## src/rtl/div_pkg.sv

```systemverilog
// div_pkg: shared types and constants for the sequential signed divider
package div_pkg;
  localparam int DIV_WIDTH = 32;
  localparam int DIV_STEPS = 32;
  localparam logic [DIV_WIDTH-1:0] DIV0_QUOTIENT = '1;
  typedef enum logic [1:0] {IDLE, CALC, SIGN} div_state_t;
  function automatic logic [DIV_WIDTH-1:0] abs_val(input logic [DIV_WIDTH-1:0] x);
    return x[DIV_WIDTH-1] ? -x : x;
  endfunction
endpackage

```

## src/rtl/div_step.sv

```systemverilog
// div_step: one combinational restoring-division step
module div_step
  import div_pkg::*;
(
  input  logic [DIV_WIDTH-1:0] i_r,
  input  logic                 i_q_msb,
  input  logic [DIV_WIDTH-1:0] i_d,
  output logic [DIV_WIDTH-1:0] o_r,
  output logic                 o_q_bit
);
  logic [DIV_WIDTH:0] w_shift;
  logic [DIV_WIDTH:0] w_trial;
  always_comb begin
    w_shift = {i_r, i_q_msb};
    w_trial = w_shift - {1'b0, i_d};
    o_q_bit = ~w_trial[DIV_WIDTH];
    o_r     = o_q_bit ? w_trial[DIV_WIDTH-1:0] : w_shift[DIV_WIDTH-1:0];
  end
endmodule

```

## src/rtl/div32_seq.sv

```systemverilog
// div32_seq: 32-cycle signed restoring divider with truncated quotient/remainder
module div32_seq
  import div_pkg::*;
(
  input  logic                 clk,
  input  logic                 rst_n,
  input  logic                 i_start,
  input  logic [DIV_WIDTH-1:0] i_dividend,
  input  logic [DIV_WIDTH-1:0] i_divisor,
  output logic                 o_busy,
  output logic                 o_done,
  output logic [DIV_WIDTH-1:0] o_quotient,
  output logic [DIV_WIDTH-1:0] o_remainder,
  output logic                 o_div_zero
);
  div_state_t r_state, w_next;
  logic [5:0]           r_cnt;
  logic [DIV_WIDTH-1:0] r_q, r_r, r_d, r_quot, r_rem;
  logic                 r_sq, r_sr, r_busy, r_done, r_dz, r_pend;
  logic [DIV_WIDTH-1:0] w_r;
  logic                 w_q_bit;
  logic                 w_accept;
  div_step u_step (
    .i_r     (r_r),
    .i_q_msb (r_q[DIV_WIDTH-1]),
    .i_d     (r_d),
    .o_r     (w_r),
    .o_q_bit (w_q_bit)
  );
  always_comb begin
    w_accept = (r_state == IDLE) && i_start;
    w_next   = r_state == IDLE ? ((w_accept && i_divisor != '0) ? CALC : IDLE) :
               r_state == CALC ? ((r_cnt == 6'(DIV_STEPS - 1)) ? SIGN : CALC) : IDLE;
  end
  always_ff @(posedge clk or negedge rst_n)
    if (!rst_n) r_state <= IDLE;
    else        r_state <= w_next;
  always_ff @(posedge clk or negedge rst_n) begin
    if (!rst_n) begin
      r_cnt  <= '0;
      r_q    <= '0;
      r_r    <= '0;
      r_d    <= '0;
      r_quot <= '0;
      r_rem  <= '0;
      r_sq   <= 1'b0;
      r_sr   <= 1'b0;
      r_busy <= 1'b0;
      r_done <= 1'b0;
      r_dz   <= 1'b0;
      r_pend <= 1'b0;
    end else begin
      r_done <= 1'b0;
      // divide-by-zero result lands one edge after acceptance, raw dividend parked in r_q
      if (r_pend) begin
        r_quot <= DIV0_QUOTIENT;
        r_rem  <= r_q;
        r_dz   <= 1'b1;
        r_done <= 1'b1;
        r_pend <= 1'b0;
      end
      if (w_accept) begin
        if (i_divisor == '0) begin
          r_pend <= 1'b1;
          r_q    <= i_dividend;
        end else begin
          r_q    <= abs_val(i_dividend);
          r_d    <= abs_val(i_divisor);
          r_sq   <= i_dividend[DIV_WIDTH-1] ^ i_divisor[DIV_WIDTH-1];
          r_sr   <= i_dividend[DIV_WIDTH-1];
          r_r    <= '0;
          r_cnt  <= '0;
          r_busy <= 1'b1;
        end
      end
      if (r_state == CALC) begin
        r_r   <= w_r;
        r_q   <= {r_q[DIV_WIDTH-2:0], w_q_bit};
        r_cnt <= r_cnt + 6'd1;
      end
      if (r_state == SIGN) begin
        r_quot <= r_sq ? -r_q : r_q;
        r_rem  <= r_sr ? -r_r : r_r;
        r_dz   <= 1'b0;
        r_done <= 1'b1;
        r_busy <= 1'b0;
      end
    end
  end
  assign o_busy      = r_busy;
  assign o_done      = r_done;
  assign o_quotient  = r_quot;
  assign o_remainder = r_rem;
  assign o_div_zero  = r_dz;
endmodule

```

## config.mk

```make
export PLATFORM = sky130hd
export DESIGN_NAME = div32_seq
export DESIGN_NICKNAME = d
export VERILOG_FILES = /design/src/rtl/div_pkg.sv /design/src/rtl/div_step.sv /design/src/rtl/div32_seq.sv
export SDC_FILE = /design/constraint.sdc
export NUM_CORES = 1
export LEC_CHECK = 0
export CORE_ASPECT_RATIO = 0.8
export CORE_MARGIN = 3
export CORE_UTILIZATION = 40
export CTS_BUF_LIST = sky130_fd_sc_hd__clkbuf_8 sky130_fd_sc_hd__clkbuf_16
export DETAILED_ROUTE_END_ITERATION = 6
export PLACE_DENSITY_LB_ADDON = 0.3
export RECOVER_POWER = 50
export SYNTH_ARGS = -nofsm -noshare
export SYNTH_HDL_FRONTEND = slang
export SYNTH_HIERARCHICAL = 1
export SYNTH_SLANG_ARGS = --single-unit
```

## constraint.sdc

```tcl
create_clock -name clk -period 3.6 [get_ports clk]
set_input_delay 0.36 -clock clk [delete_from_list [all_inputs] [get_ports clk]]
set_output_delay 0.36 -clock clk [all_outputs]
set_load 0.005 [all_outputs]
```

### After elaboration in Yosys (flattened, before gate mapping)

Index checks and enable logic that the tools add are counted.

| word-level totals | value |
|---|---|
| register bits | 174 |
| bits of input ports | 67 |
| output and inout port bits | 67 |
| word-level logic and storage cells | 69 |

| cells by class | value |
|---|---|
| add/sub/neg operators | 6 |
| eq/ne operators | 5 |
| multiplexer cells | 31 |
| bitwise logic cells | 3 |
| reduce and logical (&&, ||, !) cells | 11 |

Operator list:

| cell | count |
|---|---|
| $mux W32 | 15 |
| $neg A32 Y32 | 4 |
| $sub A33 B32 Y33 | 1 |
| $logic_not A32 Y1 | 1 |
| $reduce_bool A32 Y1 | 1 |
| $mux W6 | 3 |
| $mux W1 | 10 |
| $add A6 B1 Y6 const B | 1 |
| $eq A6 B5 Y1 const B | 1 |
| $mux W2 | 3 |
| $reduce_and A2 Y1 | 3 |
| $reduce_bool A2 Y1 | 3 |
| $ne A2 B1 Y1 const B | 2 |
| $eq A2 B1 Y1 const B | 1 |
| $eq A2 B2 Y1 const B | 1 |
| $logic_and A1 B1 Y1 | 2 |
| $logic_not A2 Y1 | 1 |
| $not A1 Y1 | 2 |
| $xor A1 B1 Y1 | 1 |

### Longest topological paths before layout

| logic depth | value |
|---|---|
| depth in word-level cells | 5 |
| gate-level depth with buffers | 17 |
| depth with buffers taken out | 15 |

### By module

The synthesis kept the hierarchy.

By module, submodules not included:

| module | times used | cells each | area each (µm²) | sequential area each (µm²) |
|---|---|---|---|---|
| div32_seq | 1 | 1190 | 10298.6 | 4354.2 |
| div_step | 1 | 309 | 2317.2 | 0.0 |

### Worst setup path after synthesis

No wires, ideal clock.

| timing path | value |
|---|---|
| kind | reg-to-reg |
| from | register r_q[31] |
| to | register r_r[20] |
| setup time | 0.141 ns |
| arrival time | 3.228 ns |
| required time | 3.459 ns |
| setup slack | 0.231 ns |
| stages on the path, launching flop included | 18 |
| buffers on the path | 2 |
| period minus slack after synthesis | 3.369 ns |
| cells stage by stage | dfrtp_1 -> inv_1 -> ha_1 -> fa_1 -> and2b_1 -> o2111ai_2 -> a21oi_2 -> o211ai_2 -> a211oi_4 -> nor2_4 -> mux2i_4 -> and2_4 -> buf_12 -> inv_8 -> buf_12 -> mux2_4 -> nand2_1 -> o31ai_1 |

| on the way | value |
|---|---|
| longest elaborated chain between the ends | 3 |

Ends and longest elaborated chain:

| element | line | source |
|---|---|---|
| start, declared | div32_seq.sv:18 | `logic [DIV_WIDTH-1:0] r_q, r_r, r_d, r_quot, r_rem;` |
| start signal, assigned | div32_seq.sv:65 | `r_q <= i_dividend;` |
| start signal, assigned | div32_seq.sv:67 | `r_q <= abs_val(i_dividend);` |
| start signal, assigned | div32_seq.sv:78 | `r_q <= {r_q[DIV_WIDTH-2:0], w_q_bit};` |
| $sub A33 B32 Y33 | div_step.sv:15 | `w_trial = w_shift - {1'b0, i_d};` |
| $mux W32 | div_step.sv:17 | `o_r = o_q_bit ? w_trial[DIV_WIDTH-1:0] : w_shift[DIV_WIDTH-1:0];` |
| via w_r[20] | div32_seq.sv:20 | `logic [DIV_WIDTH-1:0] w_r;` |
| $mux W32 | div32_seq.sv:76 | `if (r_state == CALC) begin` |
| end signal, assigned | div32_seq.sv:77 | `r_r <= w_r;` |
| end, declared | div32_seq.sv:18 |  |

The timed path passes the listed nets, and every way through them passes these cells.
A chain may end at the register's enable or synchronous reset.

### Worst setup path in the final report

| timing path | value |
|---|---|
| from | register r_q[31] |
| to | register r_r[27] |

The elaborated chain is that of the path after synthesis.

==> metrics.txt <==
Sequential Power Share=around 29%; relative slew slack=-50.5%; largest family of logic cells by synthesized area=simple AND/OR/NAND/NOR gates; initial antenna violation count=1; Slew @ Worst Pin=~2300 ps; cell chosen for the clock root=clkbuf_16; CTS tree=built; Setup TNS=0 ps; dpl cell area=14500 µm²; Synth Area in Adders=3.83%; Period minus WS final=3430 ps; Overall Power=~0.011 W; CTS H-tree depth=4; Routed Antenna Nets=0; layout cells sized above 1=a little under a tenth; gp weighted congestion=approximately 0.90; Seq/Total Area, Yosys=between 30% and 40%; Setup Viol. Count Final=0; largest net degree at the start of global routing=approximately 90; clk sink count=approximately 170; vias per cell=between 5 and 6; multiplexer share of the synthesized area=under 10%; clock skew=14.1 ps; post-route DRC violation count=0; Congestion Overflow GR=0; GRT Total Usage=a little under a quarter; hold buffer count at cts=0; Worst setup EP type=register; max frequency=291 MHz; Synth async-reset ratio=between 90% and 100%; Synth Instances=about 1500; total routed wirelength=around 39000 µm; number of synthesized flops with an enable pin=0; Clock Power Share=approximately 16%; sw power=between 0.004 and 0.005 W; clock-pin slew on the worst setup and hold paths=~70 ps; Routed wire per std cell=approximately 19 µm; critical path endpoint=r_r[27]; VDD IR max=between 500 and 600 µV; RR Startpoint=r_q[31]; First-pass DRT Iterations=6; Critical Path, Cell by Cell=inv_1 -> ha_1 -> fa_2 -> and2b_1 -> o2111ai_2 -> a21oi_2 -> o211ai_2 -> a211oi_4 -> nor2_4 -> mux2i_4 -> and2_4 -> clkinv_8 -> mux2_4 -> nand2_1 -> o21ai_0; Detail Placement HPWL=between 20000 and 30000 µm; worst-path maximum fanout=12; Synth Area in XOR/XNOR=8.26%; Post-Layout Inst Area=roughly 15000 µm²; CTS Buf Count=17; Int Pwr=approximately 0.0065 W; Max-Cap Viols=2; Yosys top cell area share=between 30% and 40%; Core ar.=slightly above 30000 µm²; Mapped Nets=approximately 1600; fin. max-slew vios=about 140; nets=approximately 1700; average size of a mapped cell=roughly 8.4 µm²; worst-path cell with the longest stage delay=fa_2; power density over cell area=about 740 nW/µm²; dominant cells by area after synthesis=dfrtp_1 35%, xor2_1 5.7%, nand2_1 5.7%; DRT iter0 DRCs=about 1200; Hold Slack=465 ps; min-delay src=r_d[31]; required time worst endpoint=about 4000 ps; Worst Setup SP=r_q[31]; status=finished, violations left; crit path DAT=between 3000 and 4000 ps; Clock Latency Late Sink=about 440 ps; final worst path period share=a little over nine tenths; crit path kind=reg -> reg; library cells used by synthesis=80; I/O pin count=about 130; diode count=0; reg2reg setup slack=approximately 170 ps; DIE AREA=about 34000 µm²; Yosys top cell by area=dfrtp_1; logic gate share of total power=a little over half; Sw Ratio=41.9%; Port Buffer Count=around 130; DR vias=roughly 12000; ys flop type=dfrtp_1; RSZ-0062 raised after global routing=no; failing checks=max-capacitance violations, max-slew violations; Synth Area in Compound Gates=about a fifth; first-pass GRT wire length=between 60000 and 70000 µm; vias in the first global route=about 11000; static leakage=about 6.4 nW; synthesized area=roughly 13000 µm²; type of the worst min-delay path=reg -> reg; Max clock buf depth=2; fillers=3008; Synth Register Bits=~170; crit start category=register; Die Ht=roughly 160 µm; synth warn=6; max incr delay on CP=between 300 and 400 ps; reg2reg end=r_r[27]; Final Hold Fails=0; DIE WIDTH=205 µm; area grow syn2layout=19.4%; row cnt=57; reg2reg path depth=15; simple-gate share of the synthesized area=about a fifth; Initial Utilization=a little over 40%
-- per-layer routing --
layer  GRT usage, %  up-vias  share of wire [%]
met3           5.30       57                8.9
met1           35.2     5663                 47
met5              0        -              0.023
met2           33.0      468                 42
met4           5.44        2                1.7
li1               -     5658                  -
-- placed cells by master, fill, tap and decap left out, types with 10 or more instances in the layout --
master	netlist	routed
a211oi_1	27	27
a21o_1	14	14
a21oi_1	89	89
a311oi_1	14	14
a31oi_1	11	10
and2_1	15	15
and3_1	26	26
buf_4	0	56
clkbuf_16	0	17
clkdlybuf4s50_1	0	102
dfrtp_1	174	174
dlygate4sd3_1	0	30
ha_1	37	37
inv_1	55	55
mux2_4	19	19
mux2i_1	35	35
nand2_1	191	191
nand3_1	63	63
nand4_1	13	13
nor2_1	51	51
nor2b_1	24	22
nor3_1	62	62
nor4_1	22	22
o21ai_0	136	136
o21ai_1	10	10
o31ai_1	38	38
o41ai_1	21	21
or3_1	21	21
or4_1	11	11
xnor2_1	37	37
xor2_1	82	82
-- power groups by stage --
stage | combinational [W] | clock, W | sequential (W)
finish | 0.00610 | 0.00183 | 0.00320
global route | 0.00668 | 0.00193 | 0.00326
CTS | 0.00594 | 0.00185 | 0.00319
detailed placement | 0.00591 | 0 | 0.00322
global placement | 0.00580 | 0 | 0.00321
floorplan | 0.00414 | 0 | 0.00304
-- state kept, by name, indices dropped and copies added, names as in the netlist, 2 cells and up --
signal / cells
o_quotient: 32
o_remainder: 32
r_cnt: 6
r_d: 32
r_q: 32
r_r: 32
r_state: 2
-- through the flow --
| stage | utilization [%] | setup slack [ps] | cells |
|---|---|---|---|
| global route | 49.0 | 53.4 | 2034 |
| global placement | 47.1 | 192 | 1995 |
| CTS | 48.9 | 24.3 | 2026 |
| detailed placement | 47.1 | 65.8 | 1995 |
| finish | 49.0 | 169 | 2034 |
| floorplan | - | 231 | 1499 |
-- kinds of logic after synthesis --
| kind of cell | count (synthesis) |
|---|---|
| AOI/OAI and AO/OA | 409 |
| xor gates and xnor gates | 119 |
| adders and majority gates | 38 |
| buffers and inverters | 160 |
| DFF | 174 |
| muxes | 65 |
| and+or+nand+nor | 534 |
-- worst min-delay path by stage --
stage               slack (ps)      end  cells after the start
finish                     470  r_d[31]                      2
global route               500   r_d[7]                      2
CTS                         30  r_d[10]                      1
detailed placement         460  r_d[31]                      2
global placement           460  r_d[31]                      2
floorplan                   60   o_busy                      0
-- final cells by class --
cell class / instances / area [µm²] / share of cell area, %
clock buffer: 18 / 439 / 2.92
inverter: 57 / 226 / 1.50
sequential: 174 / 4350 / 28.9
timing repair inverter: 1 / 8.76 / 0.0582
tap: 413 / 517 / 3.43
clock inverter: 13 / 129 / 0.856
timing repair buffer: 193 / 1780 / 11.8
multi-input combinational: 1165 / 7600 / 50.5
-- synthesized netlist by cell type (10+ instances only) --
cell and number:
nand2_1 191, dfrtp_1 174, o21ai_0 136, a21oi_1 89, xor2_1 82, clkbuf_1 75, nand3_1 63, nor3_1 62
inv_1 55, nor2_1 51, o31ai_1 38, ha_1 37, xnor2_1 37, mux2i_1 35, a211oi_1 27, and3_1 26
nor2b_1 24, nor4_1 22, o41ai_1 21, or3_1 21, mux2_4 19, and2_1 15, a21o_1 14, a311oi_1 14
buf_2 14, nand4_1 13, a31oi_1 11, or4_1 11, o21ai_1 10
-- worst max-delay path, delay by kind of cell (launching register included) --
family                   cells  cell delay (ps)
AND/OR/NAND/NOR              4              660
adder cells (fa/ha/maj)      2              580
AO/OA/AOI/OAI                5              980
buffers and inverters        2              170
multiplexers                 2              540
flip-flops                   1              350
-- repair_timing --
item,in CTS,in global routing
buffers inserted,0,7
hold endpoints to repair,0,0
setup endpoints to repair,0,24
resized for setup,0,2
Power figures use the tool's default switching activity.
